==> config.mk <==
export PLATFORM = sky130hd
export DESIGN_NAME = sne_sram_burst_ctrl
export DESIGN_NICKNAME = d
export VERILOG_FILES = /design/src/rtl/sne_sram_ctrl_pkg.sv /design/src/rtl/sne_sram_rd_buf.sv /design/src/rtl/sne_sram_burst_ctrl.sv
export SDC_FILE = /design/constraint.sdc
export NUM_CORES = 1
export LEC_CHECK = 0
export ABC_CLOCK_PERIOD_IN_PS = 3600
export CAP_MARGIN = 20
export CELL_PAD_IN_SITES_DETAIL_PLACEMENT = 1
export CELL_PAD_IN_SITES_GLOBAL_PLACEMENT = 2
export CORE_MARGIN = 3
export CORE_UTILIZATION = 29
export CTS_BUF_LIST = sky130_fd_sc_hd__clkbuf_16
export DETAILED_ROUTE_END_ITERATION = 6
export PLACE_DENSITY = 0.92
export SLEW_MARGIN = 25
export SYNTH_ARGS = -nofsm -noshare
export SYNTH_HDL_FRONTEND = slang
export SYNTH_SLANG_ARGS = --single-unit
==> constraint.sdc <==
create_clock -name clk_i -period 3.6 [get_ports clk_i]
set_clock_uncertainty 0.05 [all_clocks]
set_input_delay 0.36 -clock clk_i [delete_from_list [all_inputs] [get_ports clk_i]]
set_output_delay 0.36 -clock clk_i [all_outputs]
set_load 0.02 [all_outputs]
==> src/rtl/sne_sram_ctrl_pkg.sv <==
`default_nettype none
// ============================================================================
//  Module      : sne_sram_ctrl_pkg
//  Description : Shared types and constants for the SNE SRAM burst
//                controller: FSM state encoding, latched command record and
//                read-buffer geometry.
//  Revision    : 1.0 - initial release
// ============================================================================
package sne_sram_ctrl_pkg;

    // Read-return buffer depth; two entries cover the one-cycle macro latency
    // while still sustaining one word per cycle.
    localparam int C_RD_BUF_DEPTH = 2;
    localparam int C_RD_OCC_W     = $clog2(C_RD_BUF_DEPTH + 1);

    // Command fields are held at a fixed width; address depths up to 2^16.
    localparam int C_CMD_FIELD_W  = 16;

    typedef enum logic [2:0] {
        ST_IDLE  = 3'd0,
        ST_WRITE = 3'd1,
        ST_READ  = 3'd2,
        ST_DRAIN = 3'd3,
        ST_SLEEP = 3'd4,
        ST_WAKE  = 3'd5
    } ctrl_state_e;

    // Latched burst command; addr and len advance as beats are issued.
    typedef struct packed {
        logic                     we;
        logic [C_CMD_FIELD_W-1:0] addr;
        logic [C_CMD_FIELD_W-1:0] len;
    } sne_cmd_t;

endpackage
`default_nettype wire

==> src/rtl/sne_sram_rd_buf.sv <==
`default_nettype none
// ============================================================================
//  Module      : sne_sram_rd_buf
//  Description : Two-entry synchronous FIFO catching SRAM read data, with
//                occupancy output and synchronous clear.
//  Revision    : 1.0 - initial release
// ============================================================================
module sne_sram_rd_buf
    import sne_sram_ctrl_pkg::*;
#(
    parameter int DATA_WIDTH = 8
) (
    input  logic                  clk_i,
    input  logic                  clr_i,
    input  logic                  push_i,
    input  logic [DATA_WIDTH-1:0] data_i,
    input  logic                  pop_i,
    output logic [DATA_WIDTH-1:0] data_o,
    output logic [C_RD_OCC_W-1:0] occ_o
);

    // Single-bit pointers: the buffer is exactly two entries deep.
    logic [DATA_WIDTH-1:0] mem_q [C_RD_BUF_DEPTH];
    logic [DATA_WIDTH-1:0] mem_d [C_RD_BUF_DEPTH];
    logic                  wr_ptr_q, wr_ptr_d;
    logic                  rd_ptr_q, rd_ptr_d;
    logic [C_RD_OCC_W-1:0] occ_q, occ_d;
    logic                  w_do_push;
    logic                  w_do_pop;

    assign w_do_pop  = pop_i && (occ_q != '0);
    assign w_do_push = push_i && ((occ_q != C_RD_OCC_W'(C_RD_BUF_DEPTH)) || w_do_pop);
    assign data_o    = mem_q[rd_ptr_q];
    assign occ_o     = occ_q;

    // Next-state: write at wr_ptr, advance pointers, track occupancy.
    always_comb begin
        mem_d    = mem_q;
        wr_ptr_d = wr_ptr_q;
        rd_ptr_d = rd_ptr_q;
        occ_d    = occ_q;
        if (w_do_push) begin
            mem_d[wr_ptr_q] = data_i;
            wr_ptr_d        = ~wr_ptr_q;
        end
        if (w_do_pop) begin
            rd_ptr_d = ~rd_ptr_q;
        end
        case ({w_do_push, w_do_pop})
            2'b10:   occ_d = occ_q + C_RD_OCC_W'(1);
            2'b01:   occ_d = occ_q - C_RD_OCC_W'(1);
            default: occ_d = occ_q;
        endcase
    end

    // Storage and pointer registers with synchronous clear.
    always_ff @(posedge clk_i) begin
        if (clr_i) begin
            mem_q    <= '{default: '0};
            wr_ptr_q <= 1'b0;
            rd_ptr_q <= 1'b0;
            occ_q    <= '0;
        end else begin
            mem_q    <= mem_d;
            wr_ptr_q <= wr_ptr_d;
            rd_ptr_q <= rd_ptr_d;
            occ_q    <= occ_d;
        end
    end

endmodule
`default_nettype wire

==> src/rtl/sne_sram_burst_ctrl.sv <==
`default_nettype none
// ============================================================================
//  Module      : sne_sram_burst_ctrl
//  Description : Read/write burst initiator for the single-port sne_sram
//                macro. Issues one word per cycle, absorbs the one-cycle read
//                latency in a 2-entry buffer, and optionally sleeps the macro
//                when idle.
//  Options     : SNE_SRAM_SLEEP_EN - enables idle counter, SLEEP/WAKE states
//                and mem_power_sleep_o.
//  Revision    : 1.0 - initial release
// ============================================================================
module sne_sram_burst_ctrl
    import sne_sram_ctrl_pkg::*;
#(
    parameter int  DATA_WIDTH        = 8,
    parameter int  NUM_WORDS         = 32,
    parameter int  IDLE_SLEEP_CYCLES = 16,
    localparam int ADDR_WIDTH        = $clog2(NUM_WORDS)
) (
    input  logic                  clk_i,
    input  logic                  rst_i,
    input  logic                  cmd_valid_i,
    output logic                  cmd_ready_o,
    input  logic                  cmd_we_i,
    input  logic [ADDR_WIDTH-1:0] cmd_addr_i,
    input  logic [ADDR_WIDTH-1:0] cmd_len_i,
    input  logic                  wdata_valid_i,
    output logic                  wdata_ready_o,
    input  logic [DATA_WIDTH-1:0] wdata_i,
    input  logic [DATA_WIDTH-1:0] wbe_i,
    output logic                  rdata_valid_o,
    input  logic                  rdata_ready_i,
    output logic [DATA_WIDTH-1:0] rdata_o,
    output logic                  done_o,
    output logic                  mem_req_o,
    output logic                  mem_we_o,
    output logic [ADDR_WIDTH-1:0] mem_addr_o,
    output logic [DATA_WIDTH-1:0] mem_wdata_o,
    output logic [DATA_WIDTH-1:0] mem_be_o,
    input  logic [DATA_WIDTH-1:0] mem_rdata_i,
    output logic                  mem_power_gate_o,
    output logic                  mem_power_sleep_o
);

    ctrl_state_e              state_q, state_d;
    sne_cmd_t                 cmd_q, cmd_d;
    logic                     inflight_q, inflight_d;
    logic                     done_q, done_d;
    logic [C_RD_OCC_W-1:0]    w_occ;
    logic                     w_pop;
    logic [2:0]               w_outstanding;
    logic                     w_rd_credit;
    logic [C_CMD_FIELD_W-1:0] w_addr_next;

`ifdef SNE_SRAM_SLEEP_EN
    localparam int C_IDLE_CNT_W = $clog2(IDLE_SLEEP_CYCLES + 1);
    logic [C_IDLE_CNT_W-1:0] idle_cnt_q, idle_cnt_d;
`endif

    // Address wraps at the last word, also for non-power-of-two depths.
    assign w_addr_next = (cmd_q.addr == C_CMD_FIELD_W'(NUM_WORDS - 1))
                       ? '0 : cmd_q.addr + C_CMD_FIELD_W'(1);

    // Words buffered plus in flight, after this cycle's pop.
    assign w_pop         = rdata_valid_o & rdata_ready_i;
    assign w_outstanding = 3'(w_occ) + 3'(inflight_q) - 3'(w_pop);
    assign w_rd_credit   = w_outstanding < 3'(C_RD_BUF_DEPTH);

    assign rdata_valid_o    = (w_occ != '0);
    assign done_o           = done_q;
    assign mem_addr_o       = cmd_q.addr[ADDR_WIDTH-1:0];
    assign mem_power_gate_o = 1'b0;

`ifdef SNE_SRAM_SLEEP_EN
    assign mem_power_sleep_o = (state_q == ST_SLEEP);
`else
    assign mem_power_sleep_o = 1'b0;
`endif

    // Next-state, command bookkeeping and SRAM port drive.
    always_comb begin
        state_d       = state_q;
        cmd_d         = cmd_q;
        inflight_d    = 1'b0;
        done_d        = 1'b0;
        cmd_ready_o   = 1'b0;
        wdata_ready_o = 1'b0;
        mem_req_o     = 1'b0;
        mem_we_o      = 1'b0;
        mem_wdata_o   = '0;
        mem_be_o      = '0;
`ifdef SNE_SRAM_SLEEP_EN
        idle_cnt_d    = '0;
`endif
        case (state_q)
            ST_IDLE: begin
                cmd_ready_o = 1'b1;
                if (cmd_valid_i) begin
                    cmd_d.we   = cmd_we_i;
                    cmd_d.addr = C_CMD_FIELD_W'(cmd_addr_i);
                    cmd_d.len  = C_CMD_FIELD_W'(cmd_len_i);
                    state_d    = cmd_we_i ? ST_WRITE : ST_READ;
                end
`ifdef SNE_SRAM_SLEEP_EN
                else if (w_occ == '0) begin
                    if (idle_cnt_q == C_IDLE_CNT_W'(IDLE_SLEEP_CYCLES - 1)) begin
                        state_d = ST_SLEEP;
                    end else begin
                        idle_cnt_d = idle_cnt_q + C_IDLE_CNT_W'(1);
                    end
                end
`endif
            end
            ST_WRITE: begin
                wdata_ready_o = 1'b1;
                if (wdata_valid_i) begin
                    mem_req_o   = 1'b1;
                    mem_we_o    = cmd_q.we;
                    mem_wdata_o = wdata_i;
                    mem_be_o    = wbe_i;
                    cmd_d.addr  = w_addr_next;
                    cmd_d.len   = cmd_q.len - C_CMD_FIELD_W'(1);
                    if (cmd_q.len == '0) begin
                        state_d = ST_IDLE;
                        done_d  = 1'b1;
                    end
                end
            end
            ST_READ: begin
                if (w_rd_credit) begin
                    mem_req_o  = 1'b1;
                    mem_we_o   = cmd_q.we;
                    inflight_d = 1'b1;
                    cmd_d.addr = w_addr_next;
                    cmd_d.len  = cmd_q.len - C_CMD_FIELD_W'(1);
                    if (cmd_q.len == '0) begin
                        state_d = ST_DRAIN;
                    end
                end
            end
            ST_DRAIN: begin
                // The last word lands in the buffer while inflight is high.
                if (!inflight_q) begin
                    state_d = ST_IDLE;
                    done_d  = 1'b1;
                end
            end
`ifdef SNE_SRAM_SLEEP_EN
            ST_SLEEP: begin
                if (cmd_valid_i) begin
                    state_d = ST_WAKE;
                end
            end
            ST_WAKE: begin
                state_d = ST_IDLE;
            end
`endif
            default: begin
                state_d = ST_IDLE;
            end
        endcase
    end

    // Control registers; reset abandons any burst in progress.
    always_ff @(posedge clk_i) begin
        if (rst_i) begin
            state_q    <= ST_IDLE;
            cmd_q      <= '0;
            inflight_q <= 1'b0;
            done_q     <= 1'b0;
`ifdef SNE_SRAM_SLEEP_EN
            idle_cnt_q <= '0;
`endif
        end else begin
            state_q    <= state_d;
            cmd_q      <= cmd_d;
            inflight_q <= inflight_d;
            done_q     <= done_d;
`ifdef SNE_SRAM_SLEEP_EN
            idle_cnt_q <= idle_cnt_d;
`endif
        end
    end

    sne_sram_rd_buf #(
        .DATA_WIDTH (DATA_WIDTH)
    ) u_rd_buf (
        .clk_i  (clk_i),
        .clr_i  (rst_i),
        .push_i (inflight_q),
        .data_i (mem_rdata_i),
        .pop_i  (w_pop),
        .data_o (rdata_o),
        .occ_o  (w_occ)
    );

endmodule
`default_nettype wire

==> results of run 1 <==
[worst paths after layout]
check,to,slack [ns],startpoint
worst max-delay path,mem_req_o,0.20,u_rd_buf.occ_o[1]
worst min-delay path,cmd_q[32],0.42,cmd_q[32]
worst max register to register,cmd_q[24],0.26,u_rd_buf.occ_o[1]
worst min register to register,cmd_q[32],0.42,cmd_q[32]
[stage by stage]
stage / instances / power, W / util, % / cell area, um^2 / setup WS [ns]
final: 584 / 0.003449 / 41.36 / 4308 / 0.1963
after global routing: 584 / 0.003689 / 41.36 / 4308 / 0.03873
after CTS: 581 / 0.003438 / 41.11 / 4282 / 0.02783
after detailed placement: 565 / 0.002562 / 38.16 / 3975 / 0.03433
after global placement: 565 / 0.002503 / 38.16 / 3975 / 0.07069
after floorplan: 375 / 0.002057 / - / 3126 / 0.2750
[routing by layer]
metal | up-vias | GRT usage [%] | wire [um]
met1 | 1472 | 18.23 | 3946
met2 | 41 | 27.55 | 5016
met4 | 0 | 4.452 | 138
met3 | 14 | 2.349 | 200
li1 | 1461 | - | -
met5 | - | 0 | 0
[registers in the layout, indices dropped and copies added, names as in the netlist]
name,cells
cmd_q,28
u_rd_buf.mem_q,16
mem_addr_o,5
state_q,2
u_rd_buf.occ_o,2
done_o,1
inflight_q,1
u_rd_buf.rd_ptr_q,1
u_rd_buf.wr_ptr_q,1
[power groups by stage]
stage	combinational, W	sequential, W	clock [W]
floorplan	0.00115	0.000904	0
global placement	0.00155	0.000952	0
detailed placement	0.00160	0.000964	0
CTS	0.00163	0.000956	0.000850
global route	0.00183	0.000982	0.000881
finish	0.00166	0.000956	0.000834
[Yosys cell counts (8+ instances only)]
| cell | n | area share, % |
|---|---|---|
| nand4_1 | 17 | 3.4 |
| ha_1 | 9 | 3.6 |
| nand2_1 | 13 | 1.6 |
| o21ai_1 | 8 | 1.3 |
| a21oi_1 | 20 | 3.2 |
| mux2_2 | 8 | 2.9 |
| nand3_1 | 15 | 2.4 |
| dfxtp_1 | 57 | 37 |
| nor3_1 | 11 | 1.8 |
| and3_1 | 18 | 3.6 |
| mux2i_1 | 16 | 5.1 |
| clkbuf_1 | 19 | 2.3 |
| xor2_1 | 19 | 5.3 |
| inv_1 | 10 | 1.2 |
| nor2_1 | 60 | 7.2 |
[timing repair]
item,in CTS,in global routing
setup endpoints to repair,1,4
pin swaps,0,1
buffers inserted,0,3
resized for setup,2,2
[cell type report]
type	instances	share of cell area, %
clock buffers	9	5.228
well taps	136	3.950
multi-input cells	279	42.17
repair buffers	85	19.46
flip-flops and latches	57	26.55
clock inverters	7	1.685
inverters	11	0.9585
[cells by family after synthesis]
kind of cell	Yosys count	synth area share, %
compound gates	52	11.34
buf+inv	39	5.611
xor+xnor	21	5.892
other cells	1	0.1201
simple gates	170	28.22
fa+ha+maj	10	4.249
flops	57	36.55
mux	24	8.016
[critical path, stage by stage (launching register included)]
cell and delay [ns]:
dfxtp_2 0.35, inv_1 0.13, nand2_1 0.10, and2_1 0.19
ha_1 0.29, nand2b_1 0.16, fa_1 0.41, xor2_2 0.18
nor2_1 0.12, o21a_1 0.13, clkdlybuf4s50_1 0.61
==> key figures, run 1 <==
Timing
  • Final Hold Fails: 0
  • Min Hold Slack: 0.4220 ns
  • Worst-margin pin slew: 1.032 ns
  • Final Max Tran Viols: 0
  • Final setup TNS: 0 ns
  • Slew HR: 31.11%
  • Final Setup Violations: 0
  • RSZ-0062 raised after global routing: false
  • Post-route minimum period: 3.404 ns
  • Fin crit share: 94.55%
  • Peak Freq: 293.8 MHz

Routing
  • Via count: 2988
  • WL per Instance: 15.93 um
  • Vias per Instance: 5.116
  • Antenna Nets Post-Route: 0
  • Pre-Repair DR Iteration Count: 6
  • Initial DRC count: 126
  • Final WL: 9301 um
  • DRC viols: 0

Cells and area
  • Fill cell count: 1210
  • FF+latch area: 1144 um^2
  • Area growth from synthesis to layout: 38.00%
  • Most frequent cells in the layout: 73 x clkdlybuf4s50_1, 60 x nor2_1, 55 x dfxtp_1
  • Layout cells sized above 1: 9.152%
  • Final nets: 493
  • Diode count: 0
  • Multi-input logic area: 1817 um^2
  • Commonest non-fill, non-tap cell in the layout: clkdlybuf4s50_1

Floorplanning
  • Area of the die: 12050 um^2
  • Io pins: 77
  • Die Ht: 109.8 um
  • Site Rows: 37
  • Die width: 109.8 um
  • Initial Utilization: 29.97%
  • Core area: 10420 um^2

GRT
  • Vias in the first global route: 3033
  • Largest net degree at the start of global routing: 26
  • GRT Overall Usage: 15.13%
  • GR Overflow Total: 0
  • Initial antenna violation count: 0
  • First-pass GRT wire length: 14580 um

CTS
  • CTS buffer count: 9
  • Clk Latency, worst-skew pair: 0.32 ns
  • CTS tree: done
  • Clock transition at path regs: 0.06 ns
  • H-Tree Depth: 3
  • CTS root buf: clkbuf_16
  • Longest Clk Path Bufs: 2
  • CTS Hold Bufs: 0
  • # clock sinks: 57

Pwr
  • Clk pwr share: 24.2%
  • Sw Ratio: 41.43%
  • Pleak: 1.724 nW
  • Maximum VDD drop: 0.3276 mV
  • Power share of the combinational group: 48.1%
  • Switching pwr: 0.001429 W
  • Flop pwr share: 27.7%
  • Internal cell power: 0.002020 W
  • Power density over cell area: 800.7 nW/um^2

Critical path
  • Worst-path fanout max: 5
  • Crit. End Element: output pin
  • Setup CP Type: reg2out
  • Startpoint types: flip-flop
  • R2R depth: 12
  • Worst EP required: 3.19 ns
  • Crit path arrival time: 2.99 ns

Yosys
  • Synthesis-stage register bit count: 57
  • Post-synthesis sequential area ratio: 36.55%
  • Synth Cell Area: 3122 um^2
  • Synth Instances: 374
  • Ys Warns: 0
  • Syn Area/Cell: 8.347 um^2
  • EDFF count, synth: 0
  • Synth cell types: 49
  • Post-synth ARST share: 0%
  • Main synth FF type: dfxtp_1

Min path
  • Worst hold stages: 2
  • Hold Crit Class: reg2reg

Placement
  • I/O Buffers: 74
  • Final Wtd Congestion: 0.7992
  • Hpwl dp: 6643 um

Run
  • Number of max-cap violations: 0

Status
  • Status: finished clean
(Power assumes the default switching activity.)
==> inputs of run 2 (changes only) <==
Settings changed: CAP_MARGIN 20 to 40.
==> run 2 against run 1 <==
- via count rose by 0.67%
- sequential power barely moved
- die area did not move
- critical path type unchanged
- setup slack got worse by 0.022 ns
- fmax fell by 0.64%
- count of clock-buffer cells in the layout did not move
- routed wire length rose by 0.97%
- largest power group unchanged
- global-route usage rose by 0.29 points
- non-clock buffer count rose by 4
- critical endpoint unchanged
- combinational power barely moved
==> key figures, run 2 (synthesis gave the netlist of run 1 again) <==
Status
  • Status: finished clean

Min path
  • Hold Crit Class: reg2reg
  • Hold path start: cmd_q[32]

Timing
  • Final Max Tran Viols: 0 (unchanged)
  • Final Hold Fails: 0 (unchanged)
  • RSZ-0062 raised after global routing: false
  • Min Hold Slack: 0.4203 ns (-0.001754 ns)
  • Final setup TNS: 0 ns (unchanged)
  • Final Setup Violations: 0 (unchanged)
  • Slew HR: 57.07% (+26 points)
  • Fin crit share: 95.15% (+0.61 points)
  • Peak Freq: 291.9 MHz (-0.64%)
  • Worst-margin pin slew: 0.6417 ns (-0.3900 ns)
  • Post-route minimum period: 3.425 ns (+0.02178 ns)

Routing
  • Initial DRC count: 108 (-14%)
  • DRC viols: 0 (unchanged)
  • Vias per Instance: 5.116 (about the same)
  • Antenna Nets Post-Route: 0 (unchanged)
  • Final WL: 9391 um (+0.97%)
  • Via count: 3008 (+0.67%)
  • WL per Instance: 15.97 um (+0.28%)
  • Pre-Repair DR Iteration Count: 4 (-2)

Cells and area
  • Diode count: 0 (unchanged)
  • Most frequent cells in the layout: 73 x clkdlybuf4s50_1, 60 x nor2_1, 56 x dfxtp_1
  • Max FFs per register: 28 (unchanged)
  • Biggest register: cmd_q
  • Fill cell count: 1215 (+0.41%)
  • Final nets: 497 (+0.81%)
  • Util after Layout: 41.67% (+0.31 points)
  • Area growth from synthesis to layout: 39.04%
  • Final instance area: 4340 um^2 (+0.76%)
  • Layout cells sized above 1: 9.735% (+0.58 points)
  • Commonest non-fill, non-tap cell in the layout: clkdlybuf4s50_1

Pwr
  • Final Power: 0.003458 W (+0.26%)
  • Clk pwr share: 24.2% (about the same)
  • Switching pwr: 0.001430 W (about the same)
  • Flop pwr share: 27.6% (about the same)
  • Power density over cell area: 796.8 nW/um^2 (-0.49%)
  • Power share of the combinational group: 48.2% (about the same)
  • Internal cell power: 0.002029 W (+0.41%)
  • Pleak: 1.744 nW (+1.1%)
  • Maximum VDD drop: 0.2756 mV (-16%)
  • Sw Ratio: 41.34% (-0.087 points)

Critical path
  • Critical Path, Cell by Cell: inv_1, nand2_1, and2_1, ha_1, nand2b_1, fa_1, nand2_1, nor2_1, o21a_1, clkdlybuf4s50_1
  • Top Family by Delay on Critical Path: adder cells
  • Startpoint types: flip-flop
  • Worst-path fanout max: 5 (unchanged)
  • Max incr delay on CP: 0.61 ns (about the same)
  • Setup CP Type: reg2out
  • Crit path arrival time: 3.02 ns (+0.03 ns)
  • Slowest CP cell: clkdlybuf4s50_1
  • Crit. End Element: output pin
  • CP Buf/Inv Count: 2 (unchanged)
  • Worst EP required: 3.19 ns (about the same)
  • Crit path top cell by count: nand2_1
  • Setup crit start: u_rd_buf.occ_o[1]
  • Reg2reg start: u_rd_buf.occ_o[1]

Floorplanning
  • Site Rows: 37 (unchanged)
  • Initial Utilization: 29.97% (unchanged)
  • Die width: 109.8 um (unchanged)
  • Die Ht: 109.8 um (unchanged)
  • Core area: 10420 um^2 (unchanged)
  • Io pins: 77 (unchanged)
  • Area of the die: 12050 um^2 (unchanged)

GRT
  • Initial antenna violation count: 0 (unchanged)
  • GR Overflow Total: 0 (unchanged)
  • Largest net degree at the start of global routing: 26 (unchanged)
  • GRT Overall Usage: 15.42% (+0.29 points)
  • First-pass GRT wire length: 14680 um (+0.71%)
  • Vias in the first global route: 3023 (-0.33%)

CTS
  • H-Tree Depth: 3 (unchanged)
  • Clk Latency, worst-skew pair: 0.32 ns (about the same)
  • Clock transition at path regs: 0.05 ns (about the same)
  • CTS root buf: clkbuf_16
  • CTS Hold Bufs: 0 (unchanged)
  • CTS buffer count: 9 (unchanged)
  • # clock sinks: 57 (unchanged)
  • CTS tree: done
  • Longest Clk Path Bufs: 2 (unchanged)

Placement
  • Placed cell areas: 3990 um^2 (+0.38%)
  • I/O Buffers: 74 (unchanged)
  • Final Wtd Congestion: 0.7992 (unchanged)
  • Hpwl dp: 6679 um (+0.54%)

Run
  • Number of max-cap violations: 0 (unchanged)
-- run 2: final cells by class --
cell class,instances,area [um^2],share of cell area (%)
Inverter,11,41.29,0.9513
Clock buffer,9,225.2,5.189
Tap cell,136,170.2,3.920
Clock inverter,7,72.57,1.672
Multi-Input combinational cell,279,1817,41.86
Sequential cell,57,1142,26.32
Timing Repair Buffer,89,872.1,20.09
-- run 2: per-stage QoR --
| step | cells | worst slack (ns) |
|---|---|---|
| 6_report | 588 | 0.1746 |
| 5_1_grt | 588 | 0.002914 |
| 4_1_cts | 583 | 0.01739 |
| 3_5_place_dp | 567 | 0.009783 |
| 3_3_place_gp | 565 | 0.07069 |
| 2_1_floorplan | 375 | 0.2750 |
-- run 2: what timing repair did --
item	4_1_cts	5_1_grt
endpoints found under the setup margin	1	3
buffers inserted	0	4
resized for setup	2	1
pin swaps	0	1
-- run 2: power groups by stage --
stage               clock, W  combinational (W)  sequential, W
floorplan                  0            0.00115       0.000904
global placement           0            0.00155       0.000952
detailed placement         0            0.00160       0.000965
CTS                 0.000851            0.00164       0.000956
global route        0.000882            0.00182       0.000978
finish              0.000835            0.00167       0.000955
-- run 2: final timing paths --
kind	end	cells past startpoint	slack [ns]
max	mem_req_o	10	0.17
min	cmd_q[32]	2	0.42
max reg2reg	cmd_q[11]	12	0.22
min reg2reg	cmd_q[32]	2	0.42
-- run 2: tightest hold or removal path, cell delays in order, from the launching register on --
cell,delay [ns]
dfxtp_1,0.30
nand2_1,0.06
a21oi_1,0.06
-- run 2: metal layers --
metal	share of wire, %	up-vias	global-route usage (%)
met3	1.9	4	2.642
met2	54	33	27.68
met1	44	1498	18.72
met4	0.56	0	4.630
li1	-	1473	-
met5	0	-	0
